File: config.mk
export PLATFORM = sky130hd
export DESIGN_NAME = pipe_ctrl
export DESIGN_NICKNAME = d
export VERILOG_FILES = /design/src/rtl/pipe_ctrl_pkg.sv /design/src/rtl/pipe_ctrl_perf_cnt.sv /design/src/rtl/pipe_ctrl.sv
export SDC_FILE = /design/constraint.sdc
export NUM_CORES = 1
export LEC_CHECK = 0
export BUFFER_PORTS_ARGS = -buffer_cell sky130_fd_sc_hd__buf_2
export CAP_MARGIN = 5
export CORE_MARGIN = 2
export CORE_UTILIZATION = 30
export CTS_BUF_LIST = sky130_fd_sc_hd__clkbuf_4 sky130_fd_sc_hd__clkbuf_8
export DETAILED_ROUTE_END_ITERATION = 16
export MAX_ROUTING_LAYER = met4
export PLACE_DENSITY = 0.55
export SETUP_SLACK_MARGIN = 0.15
export SLEW_MARGIN = 20
export SYNTH_ARGS = -nofsm -noshare
export SYNTH_HDL_FRONTEND = slang
export SYNTH_HIERARCHICAL = 1
export SYNTH_SLANG_ARGS = --single-unit
File: constraint.sdc
create_clock -name clk -period 1.7 [get_ports clk]
set_input_delay 0.255 -clock clk [delete_from_list [all_inputs] [get_ports clk]]
set_output_delay 0.255 -clock clk [all_outputs]
set_load 0.03 [all_outputs]
File: src/rtl/pipe_ctrl_pkg.sv
// Shared types and constants for the pipeline controller.
// Holds the state encoding, reset-value constants and the load-use hazard test.
package pipe_ctrl_pkg;

  typedef enum logic [1:0] {
    PC_RUN     = 2'd0,
    PC_WAIT_MC = 2'd1,
    PC_REDIR   = 2'd2
  } pc_state_e;

  localparam logic [31:0] ZERO_WORD    = 32'h0000_0000;
  localparam logic [4:0]  ZERO_REG     = 5'd0;
  localparam logic        HOLD_ENABLE  = 1'b1;
  localparam logic        HOLD_DISABLE = 1'b0;

  // x0 is hardwired to zero, so a load targeting it can never create a hazard.
  function automatic logic load_use_hazard(
    input logic       is_load,
    input logic       reg_wen,
    input logic [4:0] rd,
    input logic [4:0] rs1,
    input logic [4:0] rs2
  );
    return is_load && reg_wen && (rd != ZERO_REG) && ((rd == rs1) || (rd == rs2));
  endfunction

endpackage

File: src/rtl/pipe_ctrl_perf_cnt.sv
// Saturating event counter used for the optional performance counters.
// Only compiled in when PIPE_CTRL_PERF_EN is defined.
`ifdef PIPE_CTRL_PERF_EN
module pipe_perf_cnt #(
  parameter int W = 32
) (
  input  logic         clk,
  input  logic         rst,
  input  logic         inc_i,
  output logic [W-1:0] cnt_o
);

  logic [W-1:0] r_cnt;

  always_ff @(posedge clk or negedge rst) begin
    if (!rst) begin
      r_cnt <= '0;
    end else if (inc_i && (r_cnt != {W{1'b1}})) begin
      r_cnt <= r_cnt + W'(1);
    end
  end

  assign cnt_o = r_cnt;

endmodule
`endif

File: src/rtl/pipe_ctrl.sv
// Stall/flush arbiter for the 3-stage core: jump redirect, multi-cycle wait, load-use and fetch wait.
// Optional macro PIPE_CTRL_PERF_EN adds saturating stall/flush performance counters.
module pipe_ctrl
  import pipe_ctrl_pkg::*;
#(
  parameter int MC_TIMEOUT = 64
`ifdef PIPE_CTRL_PERF_EN
  ,
  parameter int CNT_W = 32
`endif
) (
  input  logic             clk,
  input  logic             rst,
  input  logic             jump_en_i,
  input  logic [31:0]      jump_addr_i,
  input  logic [4:0]       id_rs1_addr_i,
  input  logic [4:0]       id_rs2_addr_i,
  input  logic [4:0]       ex_rd_addr_i,
  input  logic             ex_reg_wen_i,
  input  logic             ex_is_load_i,
  input  logic             mc_req_i,
  input  logic             mc_done_i,
  input  logic             bus_wait_i,
  output logic             hold_pc_o,
  output logic             hold_if_id_o,
  output logic             hold_id_ex_o,
  output logic             flush_if_id_o,
  output logic             flush_id_ex_o,
  output logic             jump_en_o,
  output logic [31:0]      jump_addr_o,
`ifdef PIPE_CTRL_PERF_EN
  output logic [CNT_W-1:0] stall_cnt_o,
  output logic [CNT_W-1:0] flush_cnt_o,
`endif
  output logic             mc_timeout_o
);

  localparam int                WCNT_W   = $clog2(MC_TIMEOUT) + 1;
  localparam logic [WCNT_W-1:0] CNT_LAST = WCNT_W'(MC_TIMEOUT - 1);
  localparam logic [WCNT_W-1:0] CNT_MAX  = {WCNT_W{1'b1}};

  pc_state_e         r_state;
  pc_state_e         w_state_nxt;
  logic [WCNT_W-1:0] r_wait_cnt;
  logic [WCNT_W-1:0] w_wait_cnt_nxt;
  logic              r_jump_pend;
  logic              w_jump_pend_nxt;
  logic [31:0]       r_jump_addr;
  logic [31:0]       w_jump_addr_nxt;

  logic              w_hold_pc;
  logic              w_hold_if_id;
  logic              w_hold_id_ex;
  logic              w_flush_if_id;
  logic              w_flush_id_ex;
  logic              w_jump_en;
  logic [31:0]       w_jump_addr;
  logic              w_timeout;
  logic              w_load_use;
  logic              w_mc_exit;

  assign w_load_use = load_use_hazard(ex_is_load_i, ex_reg_wen_i, ex_rd_addr_i,
                                      id_rs1_addr_i, id_rs2_addr_i);

  always_ff @(posedge clk or negedge rst) begin
    if (!rst) begin
      r_state     <= PC_RUN;
      r_wait_cnt  <= '0;
      r_jump_pend <= 1'b0;
      r_jump_addr <= ZERO_WORD;
    end else begin
      r_state     <= w_state_nxt;
      r_wait_cnt  <= w_wait_cnt_nxt;
      r_jump_pend <= w_jump_pend_nxt;
      r_jump_addr <= w_jump_addr_nxt;
    end
  end

  always_comb begin
    w_state_nxt     = r_state;
    w_wait_cnt_nxt  = r_wait_cnt;
    w_jump_pend_nxt = r_jump_pend;
    w_jump_addr_nxt = r_jump_addr;
    w_hold_pc       = HOLD_DISABLE;
    w_hold_if_id    = HOLD_DISABLE;
    w_hold_id_ex    = HOLD_DISABLE;
    w_flush_if_id   = 1'b0;
    w_flush_id_ex   = 1'b0;
    w_jump_en       = 1'b0;
    w_jump_addr     = ZERO_WORD;
    w_timeout       = 1'b0;
    w_mc_exit       = 1'b0;

    case (r_state)
      PC_RUN: begin
        if (jump_en_i) begin
          w_jump_en     = 1'b1;
          w_jump_addr   = jump_addr_i;
          w_flush_if_id = 1'b1;
          w_flush_id_ex = 1'b1;
        end else if (mc_req_i) begin
          w_hold_pc      = HOLD_ENABLE;
          w_hold_if_id   = HOLD_ENABLE;
          w_hold_id_ex   = HOLD_ENABLE;
          w_state_nxt    = PC_WAIT_MC;
          w_wait_cnt_nxt = WCNT_W'(1);
        end else if (w_load_use || bus_wait_i) begin
          w_hold_pc     = HOLD_ENABLE;
          w_hold_if_id  = HOLD_ENABLE;
          w_flush_id_ex = 1'b1;
        end
      end

      PC_WAIT_MC: begin
        // A jump resolved while stalled is replayed one cycle after the wait ends.
        if (jump_en_i) begin
          w_jump_pend_nxt = 1'b1;
          w_jump_addr_nxt = jump_addr_i;
        end
        w_mc_exit = mc_done_i || (r_wait_cnt == CNT_LAST);
        if (w_mc_exit) begin
          w_timeout      = !mc_done_i;
          w_wait_cnt_nxt = '0;
          w_state_nxt    = w_jump_pend_nxt ? PC_REDIR : PC_RUN;
        end else begin
          w_hold_pc      = HOLD_ENABLE;
          w_hold_if_id   = HOLD_ENABLE;
          w_hold_id_ex   = HOLD_ENABLE;
          w_wait_cnt_nxt = (r_wait_cnt == CNT_MAX) ? r_wait_cnt : r_wait_cnt + WCNT_W'(1);
        end
      end

      PC_REDIR: begin
        w_jump_en       = 1'b1;
        w_jump_addr     = r_jump_addr;
        w_flush_if_id   = 1'b1;
        w_flush_id_ex   = 1'b1;
        w_jump_pend_nxt = 1'b0;
        w_jump_addr_nxt = ZERO_WORD;
        w_state_nxt     = PC_RUN;
      end

      default: begin
        w_state_nxt = PC_RUN;
      end
    endcase
  end

  // Outputs are forced quiet while reset is low; a flush always beats a hold on the same stage.
  always_comb begin
    hold_pc_o     = rst & w_hold_pc;
    hold_if_id_o  = rst & w_hold_if_id & ~w_flush_if_id;
    hold_id_ex_o  = rst & w_hold_id_ex & ~w_flush_id_ex;
    flush_if_id_o = rst & w_flush_if_id;
    flush_id_ex_o = rst & w_flush_id_ex;
    jump_en_o     = rst & w_jump_en;
    jump_addr_o   = (rst && w_jump_en) ? w_jump_addr : ZERO_WORD;
    mc_timeout_o  = rst & w_timeout;
  end

`ifdef PIPE_CTRL_PERF_EN
  pipe_perf_cnt #(.W(CNT_W)) u_stall_cnt (
    .clk   (clk),
    .rst   (rst),
    .inc_i (hold_pc_o),
    .cnt_o (stall_cnt_o)
  );

  pipe_perf_cnt #(.W(CNT_W)) u_flush_cnt (
    .clk   (clk),
    .rst   (rst),
    .inc_i (jump_en_o),
    .cnt_o (flush_cnt_o)
  );
`endif

endmodule

==> summary.txt, run 1 <==
status -> finished with violations
failing checks -> setup timing
commonest cells in the netlist -> 42 x dfrtp_1, 39 x nor2_1, 32 x a22o_1, 32 x a22oi_1, 16 x clkbuf_1
# H-tree levels -> 2
RSZ-0062 raised after global routing -> true
sequential share of the synthesized area -> 45.19%
CTS max path bufs -> 2
Layout Area Growth over Synthesis -> 99.68%
detailed placement HPWL -> 4583 um
filler instances -> 631
layout cells sized above 1 -> 68.27%
kind of end point of the critical path -> output port
vias -> 2538
DRC Markers -> 0
Final WS setup -> -0.3323 ns
wire per inst -> 15.75 um
multi-input logic area -> 0.001805 mm^2
register area -> 0.001051 mm^2
CTS tree -> yes
Final nets -> 452
count leader, synth -> dfrtp_1
post-synthesis cell count -> 242
synth unique cells -> 37
Final setup viols -> 78
Yosys warning total -> 6
FFs w/ async S/R, synth -> 100.0%
minimum clock period -> 2.032 ns
Most used DFF post-synth -> dfrtp_1
Critical Path RT -> 1.44 ns
vias in the first global route -> 2499
gr usage total -> 18.85%
total wire length -> 7813 um
Critical Path Most Common Cell -> buf_6
die span in x -> 92.05 um
post-layout util -> 61.05%
CTS root buf -> clkbuf_8
critical path cell sequence -> inv_2, buf_12, ha_4, buf_6, a2111oi_4, a211oi_4, buf_6
top post-synthesis cells by area -> dfrtp_1 45%, a22o_1 12%, a22oi_1 10%
Post-Syn Area per Cell -> 9.611 um^2
Post-Syn Nets -> 301
Least-Margin Pin Slew -> 0.3171 ns
Final TNS setup -> -18.50 ns
fin area -> 0.004644 mm^2
DRT iter0 DRCs -> 67
CP max stage delay -> 0.38 ns
Period Utilization, post-route -> 119.5%
max-slew violations -> 0
CTS Buf Count -> 5
Slowest-stage cell, CP -> dfrtp_1
Max FO, Critical Path -> 8
initial antenna violation count -> 0
final cell count without fillers -> 496
Post-DRT Antenna Nets -> 0
startpoint types -> flop
Die ar. -> 0.008473 mm^2
largest net degree at the start of global routing -> 25
Fin. Hold Viols -> 0
Slew Limit Headroom -> 78.86%
Leak -> 1.977 nW
DRT Pass-1 Iters -> 6
Core Box Area -> 0.007607 mm^2
fmax -> 0.4921 GHz
initial core utilization -> 30.58%
DP Cell Count -> 450
first-pass GRT wire length -> 12500 um
post-DR vias/cell -> 5.117
hold crit path type -> in -> async
Die Y-Extent -> 92.05 um
antenna cells -> 0
Layout Skew -> 0.006447 ns
port bufs -> 93
GPL Wtd Cong -> 0.7103
Worst-Skew Late Latency -> 0.29 ns
Post-DP Area -> 0.003501 mm^2
flops & latches, synth -> 42
Mapped Area -> 0.002326 mm^2
crit path DAT -> 1.78 ns
area fraction of the dominant cell type after synthesis -> 45.19%
largest area contributor in the netlist -> dfrtp_1
Overflow after GRT -> 0
# clock sinks -> 42
IO Count -> 94
max-cap check violation count -> 0
Peak VDD IR -> 0.5376 mV
row count -> 32
Post-synth EDFFs -> 0
Pwr Density -> 1408 mW/mm^2
Reg clk slew, reported paths -> 0.08 ns
Crit Path Category -> reg -> out
## cells in the final DEF (no fill, tap or decap), types with 4 or more instances in the layout
cell type	count
buf_6	61
buf_2	54
dfrtp_1	42
a22oi_2	32
a22o_1	32
buf_4	28
nor2_4	18
nor2_2	16
xnor2_1	14
buf_12	10
nand2_1	7
clkbuf_8	6
nor2_1	5
nand3_1	4
clkbuf_16	4
## power breakdown
part           switching [mW]  internal (mW)
clock                   0.353          0.352
combinational            1.98           2.33
sequential              0.222           1.31
total                    2.55           3.99
## kinds of logic (layout without fill, tap and decap cells)
group           after synthesis  after routing  synth area share (%)
mux                           2              3                0.8607
flops                        42             42                 45.19
compound gates               85             85                 28.40
xor+xnor                     14             14                 5.272
simple gates                 73             73                 14.36
buf+inv                      22            173                 3.765
fa+ha+maj                     4              4                 2.152
## worst max-delay path: cells and delay by family, from the launching register on
kind / cells / cell delay (ns)
flops: 1 / 0.38
compound gates: 2 / 0.41
fa+ha+maj: 1 / 0.20
buf+inv: 4 / 0.49
## final cells by class
| cell class | count | share of cell area (%) |
|---|---|---|
| tap | 102 | 2.748 |
| inverter | 3 | 0.2425 |
| timing repair buffer | 162 | 33.38 |
| sequential | 42 | 22.63 |
| clock inverter | 1 | 0.1886 |
| clock buffer | 7 | 1.940 |
| multi-input combinational | 179 | 38.87 |
## layer usage
layer  vias up  share of wire (%)  track usage, %
li1       1202                  -               -
met1      1249                 42           24.49
met2        79                 52           31.07
met3         8                5.1           3.287
met4         0                1.0           4.104
met5         -                  0               -
## flip-flops by register name, indices dropped and copies added (netlist names)
name and count:
r_jump_addr 32, r_wait_cnt 7, r_state 2, r_jump_pend 1
## worst paths after layout
kind / start / end / slack [ns] / cells after the start
setup reg to reg: r_state[0] / r_wait_cnt[4] / -0.33 / 12
setup / recovery: r_state[0] / flush_id_ex_o / -0.33 / 7
max in group asynchronous: rst / r_wait_cnt[0] / 1.16 / 2
hold / removal: rst / r_wait_cnt[1] / 0.12 / 2
hold reg to reg: r_jump_addr[2] / r_jump_addr[2] / 0.54 / 1
min in group clk: jump_addr_i[21] / r_jump_addr[21] / 0.20 / 2
## through the flow
step | setup slack [ns] | total power, mW | hold slack [ns]
after floorplan | -0.05337 | 3.462 | -0.04059
after CTS | -0.3505 | 6.227 | 0.08831
after detailed placement | -0.2952 | 4.220 | 0.1062
final | -0.3323 | 6.538 | 0.1170
after global placement | -0.3061 | 4.192 | 0.1030
after global routing | -0.4053 | 6.916 | 0.1461
## what timing repair did
action	CTS	global route
pin swaps	59	28
resized for setup	138	19
gates cloned	3	4
hold buffers	1	0
hold endpoints to repair	1	0
endpoints found under the setup margin	78	80
buffers inserted	24	6
No activity file was read; power rests on OpenSTA's default activity.
==> inputs of run 2 (changes only) <==
--- a/config.mk
+++ b/config.mk
@@ -8,11 +8,11 @@
 export BUFFER_PORTS_ARGS = -buffer_cell sky130_fd_sc_hd__buf_2
 export CAP_MARGIN = 5
 export CORE_MARGIN = 2
-export CORE_UTILIZATION = 30
+export CORE_UTILIZATION = 45
 export CTS_BUF_LIST = sky130_fd_sc_hd__clkbuf_4 sky130_fd_sc_hd__clkbuf_8
 export DETAILED_ROUTE_END_ITERATION = 16
 export MAX_ROUTING_LAYER = met4
-export PLACE_DENSITY = 0.55
+export PLACE_DENSITY = 0.77
 export SETUP_SLACK_MARGIN = 0.15
 export SLEW_MARGIN = 20
 export SYNTH_ARGS = -nofsm -noshare
==> run 2 against run 1 <==
  * The run still ends with setup timing left
  * Sequential share of layout area is 1.6 points higher
  * Routed wire length rose by 18%
  * First-iteration DRC count grew to 2.9 times the previous value
  * Global-route usage is 10 points higher
  * Setup slack lost 0.10 ns
  * Worst hold slack got worse by 0.070 ns
  * Register-to-register slack hardly changed
  * Die area is 32% lower
  * Power is 2.6% lower
  * Critical path depth up 1
  * Clock skew rose by 0.0057 ns
  * Cell count fell by 8.1%
  * Critical endpoint is now hold_if_id_o
  * Largest cell class unchanged
  * Largest power group unchanged
  * Highest routed layer unchanged
==> summary.txt, run 2 (synthesis gave the netlist of run 1 again) <==
most frequent cells in the layout -> 54 x buf_2, 52 x buf_6, 42 x dfrtp_1, 38 x buf_4, 32 x a22o_1
fin area -> 0.004343 mm^2
port bufs -> 93
commonest non-fill, non-tap cell in the layout -> buf_2
startpoint types -> flop
die span in x -> 75.90 um
vias -> 2648
RSZ-0062 raised after global routing -> true
initial core utilization -> 46.13%
Reg with most FFs -> r_jump_addr
reg2reg start -> r_state[0]
status -> finished with violations
crit path DAT -> 1.88 ns
failing checks -> setup timing
Leak -> 1.853 nW
Pwr Density -> 1466 mW/mm^2
Final TNS setup -> -13.27 ns
total wire length -> 9231 um
Worst-Skew Late Latency -> 0.32 ns
antenna cells -> 0
worst r2r path cells -> 11
max-cap check violation count -> 0
GPL Wtd Cong -> 0.7778
Critical path origin -> r_state[0]
CTS tree -> yes
post-DR vias/cell -> 5.807
Worst R2R End -> r_wait_cnt[2]
top flop regs -> r_jump_addr x32, r_wait_cnt x7, r_state x2
hold crit path type -> in -> async
Critical Path RT -> 1.44 ns
R2R setup slack -> -0.34 ns
Slew Limit Headroom -> 74.11%
Post-DP Area -> 0.003471 mm^2
# H-tree levels -> 2
Final WS setup -> -0.4347 ns
Core Box Area -> 0.005042 mm^2
Least-Margin Pin Slew -> 0.3884 ns
Fin. Hold Viols -> 0
vias in the first global route -> 2461
largest net degree at the start of global routing -> 31
CTS root buf -> clkbuf_8
layout cells sized above 1 -> 66.32%
Max FO, Critical Path -> 4
max-slew violations -> 0
detailed placement HPWL -> 4558 um
DRT iter0 DRCs -> 195
Layout Area Growth over Synthesis -> 86.71%
# clock sinks -> 42
Period Utilization, post-route -> 125.6%
Post-DRT Antenna Nets -> 0
row count -> 26
Die Y-Extent -> 75.90 um
initial antenna violation count -> 0
CTS Buf Count -> 5
Worst Setup EP -> hold_if_id_o
filler instances -> 233
wire per inst -> 20.24 um
Peak VDD IR -> 1.073 mV
Final nets -> 444
Overflow after GRT -> 0
Final setup viols -> 46
DRC Markers -> 0
first-pass GRT wire length -> 11920 um
DRT Pass-1 Iters -> 4
IO Count -> 94
Reg clk slew, reported paths -> 0.10 ns
max FFs per register -> 32
fmax -> 0.4685 GHz
minimum clock period -> 2.135 ns
Crit Path Category -> reg -> out
kind of end point of the critical path -> output port
Layout Skew -> 0.01217 ns
Die ar. -> 0.005760 mm^2
gr usage total -> 29.10%
CTS max path bufs -> 2
==> run 2: cell types whose count changed in the layout (fill, tap and decap cells not counted), moves of 2 or more <==
cell | previous run | this run
a22oi_1 | 0 | 9
a22oi_2 | 32 | 23
buf_12 | 10 | 6
buf_4 | 28 | 38
buf_6 | 61 | 52
clkbuf_16 | 4 | 1
nand2_2 | 0 | 3
nand2_4 | 2 | 0
nor2_2 | 16 | 18
==> run 2: per-layer routing <==
metal | up-vias | GRT usage (%) | wire [um]
met3 | 26 | 4.762 | 575
met4 | 0 | 9.942 | 325
met1 | 1303 | 36.34 | 3559
met5 | - | - | 0
li1 | 1185 | - | -
met2 | 134 | 47.99 | 4771
==> run 2: repair_timing <==
| action | 4_1_cts | 5_1_grt |
|---|---|---|
| pin swaps | 12 | 43 |
| cloned | 1 | 2 |
| endpoints found under the hold margin | 12 | 0 |
| gates resized for setup | 97 | 41 |
| buffers inserted | 12 | 11 |
| setup endpoints to repair | 77 | 80 |
| hold buffers | 1 | 0 |
==> run 2: how the worst min path moves through the flow <==
stage,startpoint,cells after the start,endpoint,slack [ns]
3_3_place_gp,rst,2,r_state[0],0.27
2_1_floorplan,rst,0,r_jump_addr[0],-0.04
3_5_place_dp,rst,2,r_state[0],0.28
6_report,rst,2,r_wait_cnt[4],0.05
5_1_grt,rst,2,r_wait_cnt[2],0.09
4_1_cts,rst,2,r_wait_cnt[2],0.06
==> run 2: layout make-up <==
| type | count | area, um^2 | area share [%] |
|---|---|---|---|
| Multi-Input combinational cell | 179 | 1749 | 40.28 |
| Timing Repair Buffer | 154 | 1326 | 30.54 |
| Sequential cell | 42 | 1051 | 24.20 |
| Tap cell | 70 | 87.58 | 2.017 |
| Clock buffer | 5 | 68.82 | 1.585 |
| Clock inverter | 3 | 48.80 | 1.124 |
| Inverter | 3 | 11.26 | 0.2593 |
==> run 2: stage by stage <==
stage                     total power, mW  hold slack [ns]  setup WS [ns]  instances  utilization, %
after floorplan                     3.462         -0.04059       -0.05337        242               -
after global placement              4.139           0.2741        -0.2782        421           68.83
after detailed placement            4.203           0.2801        -0.2843        421           68.83
after CTS                           5.669          0.06228        -0.3320        443           80.22
after global routing                6.622          0.08509        -0.5092        456           86.13
final                               6.369          0.04692        -0.4347        456           86.13
==> run 2: worst max-delay path, stage by stage, from the launching register on <==
cell      delay [ns]
dfrtp_1         0.39
inv_2           0.08
ha_4            0.17
and2b_1         0.18
and2_1          0.15
o211ai_1        0.23
buf_4           0.17
o21ai_2         0.07
buf_6           0.14
==> run 2: power by group <==
group	switching [mW]	internal (mW)	total (mW)
Sequential	0.240	1.31	1.55
Clock	0.417	0.448	0.865
Combinational	1.97	1.99	3.96
